$ cat src/rtl/mem_pkg.sv
// Shared load/store encodings and access-size decode for the data-memory stage.
package mem_pkg;

    localparam int unsigned MEM_DEPTH_DEFAULT = 256;

    typedef enum logic [2:0] {
        F3_LB  = 3'b000,
        F3_LH  = 3'b001,
        F3_LW  = 3'b010,
        F3_LD  = 3'b011,
        F3_LBU = 3'b100,
        F3_LHU = 3'b101,
        F3_LWU = 3'b110,
        F3_ILL = 3'b111
    } funct3_e;

    // Bit 2 only selects signedness, so the size comes from the low two bits.
    function automatic logic [3:0] access_bytes(input logic [2:0] f3);
        case (f3[1:0])
            2'b00:   access_bytes = 4'd1;
            2'b01:   access_bytes = 4'd2;
            2'b10:   access_bytes = 4'd4;
            default: access_bytes = 4'd8;
        endcase
    endfunction

endpackage

$ cat src/rtl/mem_load_align.sv
// Load lane extraction: picks the addressed bytes out of an aligned doubleword and extends them.
module mem_load_align
    import mem_pkg::*;
(
    input  logic [63:0] raw_i,
    input  logic [2:0]  funct3_i,
    input  logic [2:0]  offset_i,
    output logic [63:0] data_o
);

    logic [63:0] shifted;

    always_comb begin
        shifted = raw_i >> {offset_i, 3'b000};
        data_o  = '0;
        case (funct3_e'(funct3_i))
            F3_LB:   data_o = {{56{shifted[7]}},  shifted[7:0]};
            F3_LH:   data_o = {{48{shifted[15]}}, shifted[15:0]};
            F3_LW:   data_o = {{32{shifted[31]}}, shifted[31:0]};
            F3_LD:   data_o = shifted;
            F3_LBU:  data_o = {56'd0, shifted[7:0]};
            F3_LHU:  data_o = {48'd0, shifted[15:0]};
            F3_LWU:  data_o = {32'd0, shifted[31:0]};
            default: data_o = '0;
        endcase
    end

endmodule

$ cat src/rtl/mem_stage.sv
// Data-memory pipeline stage: byte-addressed little-endian RAM with combinational loads,
// edge-triggered stores, alignment/range checking and a sticky error flag.
module mem_stage
    import mem_pkg::*;
#(
    parameter int unsigned DEPTH = MEM_DEPTH_DEFAULT
) (
    input  logic        clk,
    input  logic        reset,
    input  logic        MemRead,
    input  logic        MemWrite,
    input  logic [2:0]  funct3,
    input  logic [63:0] Address,
    input  logic [63:0] Write_Data,
    output logic [63:0] Read_Data,
    output logic        misaligned,
    output logic        out_of_range,
    output logic        mem_err
);

    localparam int unsigned AW = $clog2(DEPTH);

    logic [7:0]    mem_q [DEPTH];
    logic          mem_err_q, mem_err_d;

    logic [3:0]    size_bytes;
    logic [2:0]    offset;
    logic [AW-1:0] base_addr;
    logic          illegal, misalign_raw, oor_raw, access_ok, access_active;
    logic [63:0]   raw_dword, load_data, wdata_lane;
    logic [7:0]    lane_we;

    assign size_bytes    = access_bytes(funct3);
    assign offset        = Address[2:0];
    assign base_addr     = Address[AW-1:0] & ~AW'(7);
    assign illegal       = (funct3 == F3_ILL);
    assign access_active = MemRead | MemWrite;

    assign misalign_raw  = illegal | ((Address & (64'(size_bytes) - 64'd1)) != 64'd0);
    // Full-width compare so addresses above DEPTH never alias back into the array.
    assign oor_raw       = Address > (64'(DEPTH) - 64'(size_bytes));
    assign access_ok     = ~misalign_raw & ~oor_raw;

    assign misaligned    = access_active & misalign_raw;
    assign out_of_range  = access_active & oor_raw;

    // Aligned accesses never straddle a doubleword, so one aligned fetch serves every size.
    always_comb begin
        raw_dword = '0;
        for (int unsigned i = 0; i < 8; i++) begin
            raw_dword[8*i +: 8] = mem_q[base_addr + AW'(i)];
        end
    end

    mem_load_align u_load_align (
        .raw_i    (raw_dword),
        .funct3_i (funct3),
        .offset_i (offset),
        .data_o   (load_data)
    );

    assign Read_Data = (MemRead & access_ok) ? load_data : '0;

    always_comb begin
        wdata_lane = Write_Data << {offset, 3'b000};
        lane_we    = '0;
        for (int unsigned i = 0; i < 8; i++) begin
            if ((4'(i) >= {1'b0, offset}) && (4'(i) < ({1'b0, offset} + size_bytes))) begin
                lane_we[i] = MemWrite & access_ok;
            end
        end
    end

    always_comb begin
        mem_err_d = mem_err_q;
        if (access_active & (misalign_raw | oor_raw)) begin
            mem_err_d = 1'b1;
        end
    end

    always_ff @(posedge clk) begin
        if (reset) begin
            for (int unsigned i = 0; i < DEPTH; i++) begin
                mem_q[AW'(i)] <= '0;
            end
            mem_err_q <= 1'b0;
        end else begin
            for (int unsigned i = 0; i < 8; i++) begin
                if (lane_we[i]) begin
                    mem_q[base_addr + AW'(i)] <= wdata_lane[8*i +: 8];
                end
            end
            mem_err_q <= mem_err_d;
        end
    end

    assign mem_err = mem_err_q;

endmodule

$ cat config.mk
export PLATFORM = sky130hd
export DESIGN_NAME = mem_stage
export DESIGN_NICKNAME = d
export VERILOG_FILES = /design/src/rtl/mem_pkg.sv /design/src/rtl/mem_load_align.sv /design/src/rtl/mem_stage.sv
export SDC_FILE = /design/constraint.sdc
export NUM_CORES = 2
export LEC_CHECK = 0
export BUFFER_PORTS_ARGS = -buffer_cell sky130_fd_sc_hd__buf_4
export CAP_MARGIN = 0
export CORE_MARGIN = 2
export CORE_UTILIZATION = 45
export CTS_CLUSTER_DIAMETER = 120
export DETAILED_ROUTE_END_ITERATION = 6
export GPL_ROUTABILITY_DRIVEN = 1
export MAX_ROUTING_LAYER = met4
export SLEW_MARGIN = 20
export SYNTH_ARGS = -nofsm -noshare
export SYNTH_HDL_FRONTEND = slang
export SYNTH_SLANG_ARGS = --single-unit
$ cat constraint.sdc
create_clock -name clk -period 9.9 [get_ports clk]
set_input_delay 0.495 -clock clk [delete_from_list [all_inputs] [get_ports clk]]
set_output_delay 0.495 -clock clk [all_outputs]
set_load 0.005 [all_outputs]
==> reports/metrics.yaml <==
layout-drive-gt1-share: 0.190
fin_crit_ns: 6.73
wl_met3_um: 35200
dieArea_um2: 212000
start_util: 0.453
synth_top_area_frac: 0.655
path_clk_slew_ns: 0.06
synthTopCellsByCount: "nor2_1, edfxtp_1, mux4_2"
root_buffer: "clkbuf_16"
cts_buffers: 212
netlist_top_cells_area: "edfxtp_1, mux4_2, nor2_1"
cts_max_path_buffers: 3
detail_route.iter0.violations: 8464
cts_sinks: 2049
max_freq_mhz: 149
num-fill-cells: 17700
cp_cell_sequence: "buf_8 > buf_4 > buf_12 > mux4_2 > mux4_2 > mux2_2 > mux2i_2 > nand2_1 > nand4_1 > and2_1 > a21oi_1 > buf_4"
ys_types: 64
min_path_type: "input pin to flop"
synthFlopType: "edfxtp_1"
portBuffers: 201
worstMarginPinSlew_ns: 1.38
cp-start-kind: "input pin"
grt_pass1_wl_um: 448000
yosysSeqAreaShare: 0.655
hold_buffers: 0
crit_path_top_delay_cell: "and2_1"
maxCapViolCount: 0
syn_avg_cell_area_um2: 13.9
finish.utilization: 0.504
ioPinCount: 202
wl_met2_um: 151000
ys_seq_elements: 2049
htree_num_levels: 4
outcome: "complete, no violations"
async_reset_ff_frac: 0
insertion_delay_ns: 0.84
cts_resized: 0
crit_type: "input pin to output port"
wl_per_cell_um: 33.8
via_per_inst: 6.24
grt_overflow_total: 0
crit_family: "multiplexers"
end_kind: "output port"
synth_edf_count: 2048
arrival_ns: 6.23
cp_num_buf_inv: 4
num-nets-final: 6779
max-vdd-ir-drop_mv: 0.161
grt_pass1_vias: 58500
via_count: 60000
ant_nets: 0
yosys.area.top_type: "edfxtp_1"
antenna_found_initial: 15
grt_max_degree: 102
finalHoldViolations: 0
yosys_warnings: 0
required_ns: 9.41
area_growth_pct: 11.3
slew_violations: 0
core_um2: 207000
drc: 0
crit_fanout: 92
finalSetupViolCount: 0
clock_skew_ns: 0
gp_congestion: 0.998
grt_usage: 0.313
yosysMostFrequentCell: "nor2_1"
hpwl_um: 205000
wl_um: 325000
drt-met1-wl_um: 114000
powerDensity_nw_per_um2: 187
slowest_delay_ns: 0.81
fin_crit_sh: 0.680
drt_pass1_iterations: 6
slew_headroom: 0.0823
setup_tns_ns: 0
rows: 167
top_layer_used: "met4"
syn_area_um2: 93900
die_h_um: 461
rsz0062_at_grt: "no"
cts_tree: "yes"
p_leak_nw: 34.4
post_cts_buffers: 0
synthCells: 6743
die_x_um: 461
per-stage QoR:
step,total power [mW],setup WS [ns],instances,area [um2],hold WS (ns)
global placement,12.0,3.22,9208,97900,0.469
detailed placement,12.0,3.23,9209,97900,0.479
finish,19.5,3.17,9611,105000,0.245
global route,19.9,3.16,9603,105000,0.258
CTS,19.5,3.23,9594,104000,0.206
floorplan,11.2,5.94,6744,93900,0.475
area by class of cell:
type / instances / area [um2] / share of cell area
Sequential cell: 2049 / 61500 / 0.589
Multi-Input combinational cell: 3989 / 30000 / 0.287
Clock buffer: 274 / 5560 / 0.0532
Tap cell: 2788 / 3490 / 0.0334
Timing Repair Buffer: 373 / 2940 / 0.0281
Clock inverter: 111 / 937 / 0.00897
Antenna cell: 17 / 42.5 / 0.000407
Inverter: 10 / 37.5 / 0.000359
worst paths after layout:
kind	start	end	slack [ns]	cells after the start
worst max register to register	mem_err	mem_err	9.20	2
worst min-delay path	Address[2]	mem_q[250][6]	0.24	2
worst min register to register	mem_err	mem_err	0.49	2
worst max-delay path	Address[5]	Read_Data[31]	3.17	12
cell usage in the layout (no fill, tap or decap), drive strengths merged, types with 3 or more instances in the layout:
cell / n
nor2: 2151
edfxtp: 2048
mux4: 501
mux2i: 375
buf: 373
clkbuf: 274
a21o: 255
nand2: 179
o22ai: 142
clkinv: 86
a21oi: 64
o21ai: 52
a22oi: 49
mux2: 32
nor3: 28
and3: 26
a211oi: 23
nand3: 20
inv: 20
nor4: 19
diode: 17
bufinv: 11
ha: 8
nand2b: 8
nor2b: 7
nand4: 6
or2: 6
clkinvlp: 4
and2: 4
or3: 4
a2111oi: 3
kinds of logic (layout without fill, tap and decap cells):
family	after synthesis	after routing	share of synthesized area
AOI/OAI and AO/OA	604	604	0.0442
xor gates and xnor gates	2	2	0.000187
and+or+nand+nor	2464	2464	0.102
adders and majority gates	9	9	0.00128
other	1	19	0.0000399
buffers and inverters	706	768	0.0330
DFF	2049	2049	0.655
muxes	908	908	0.164
sequential cells by signal, indices dropped and copies added, names as in the netlist:
name and flops:
mem_err 1, mem_q 2048
power by group:
| group | total (mW) | switching (mW) | internal (mW) |
|---|---|---|---|
| Combinational | 1.80 | 1.18 | 0.617 |
| Sequential | 10.1 | 0.109 | 9.95 |
| Clock | 7.68 | 3.43 | 4.24 |
layer usage:
layer | global-route usage | vias up
met1 | 0.375 | 30900
met3 | 0.0790 | 819
met4 | 0.210 | 0
met5 | - | -
li1 | - | 24600
met2 | 0.468 | 3585
Note: power is estimated with default switching activity, not from simulation.
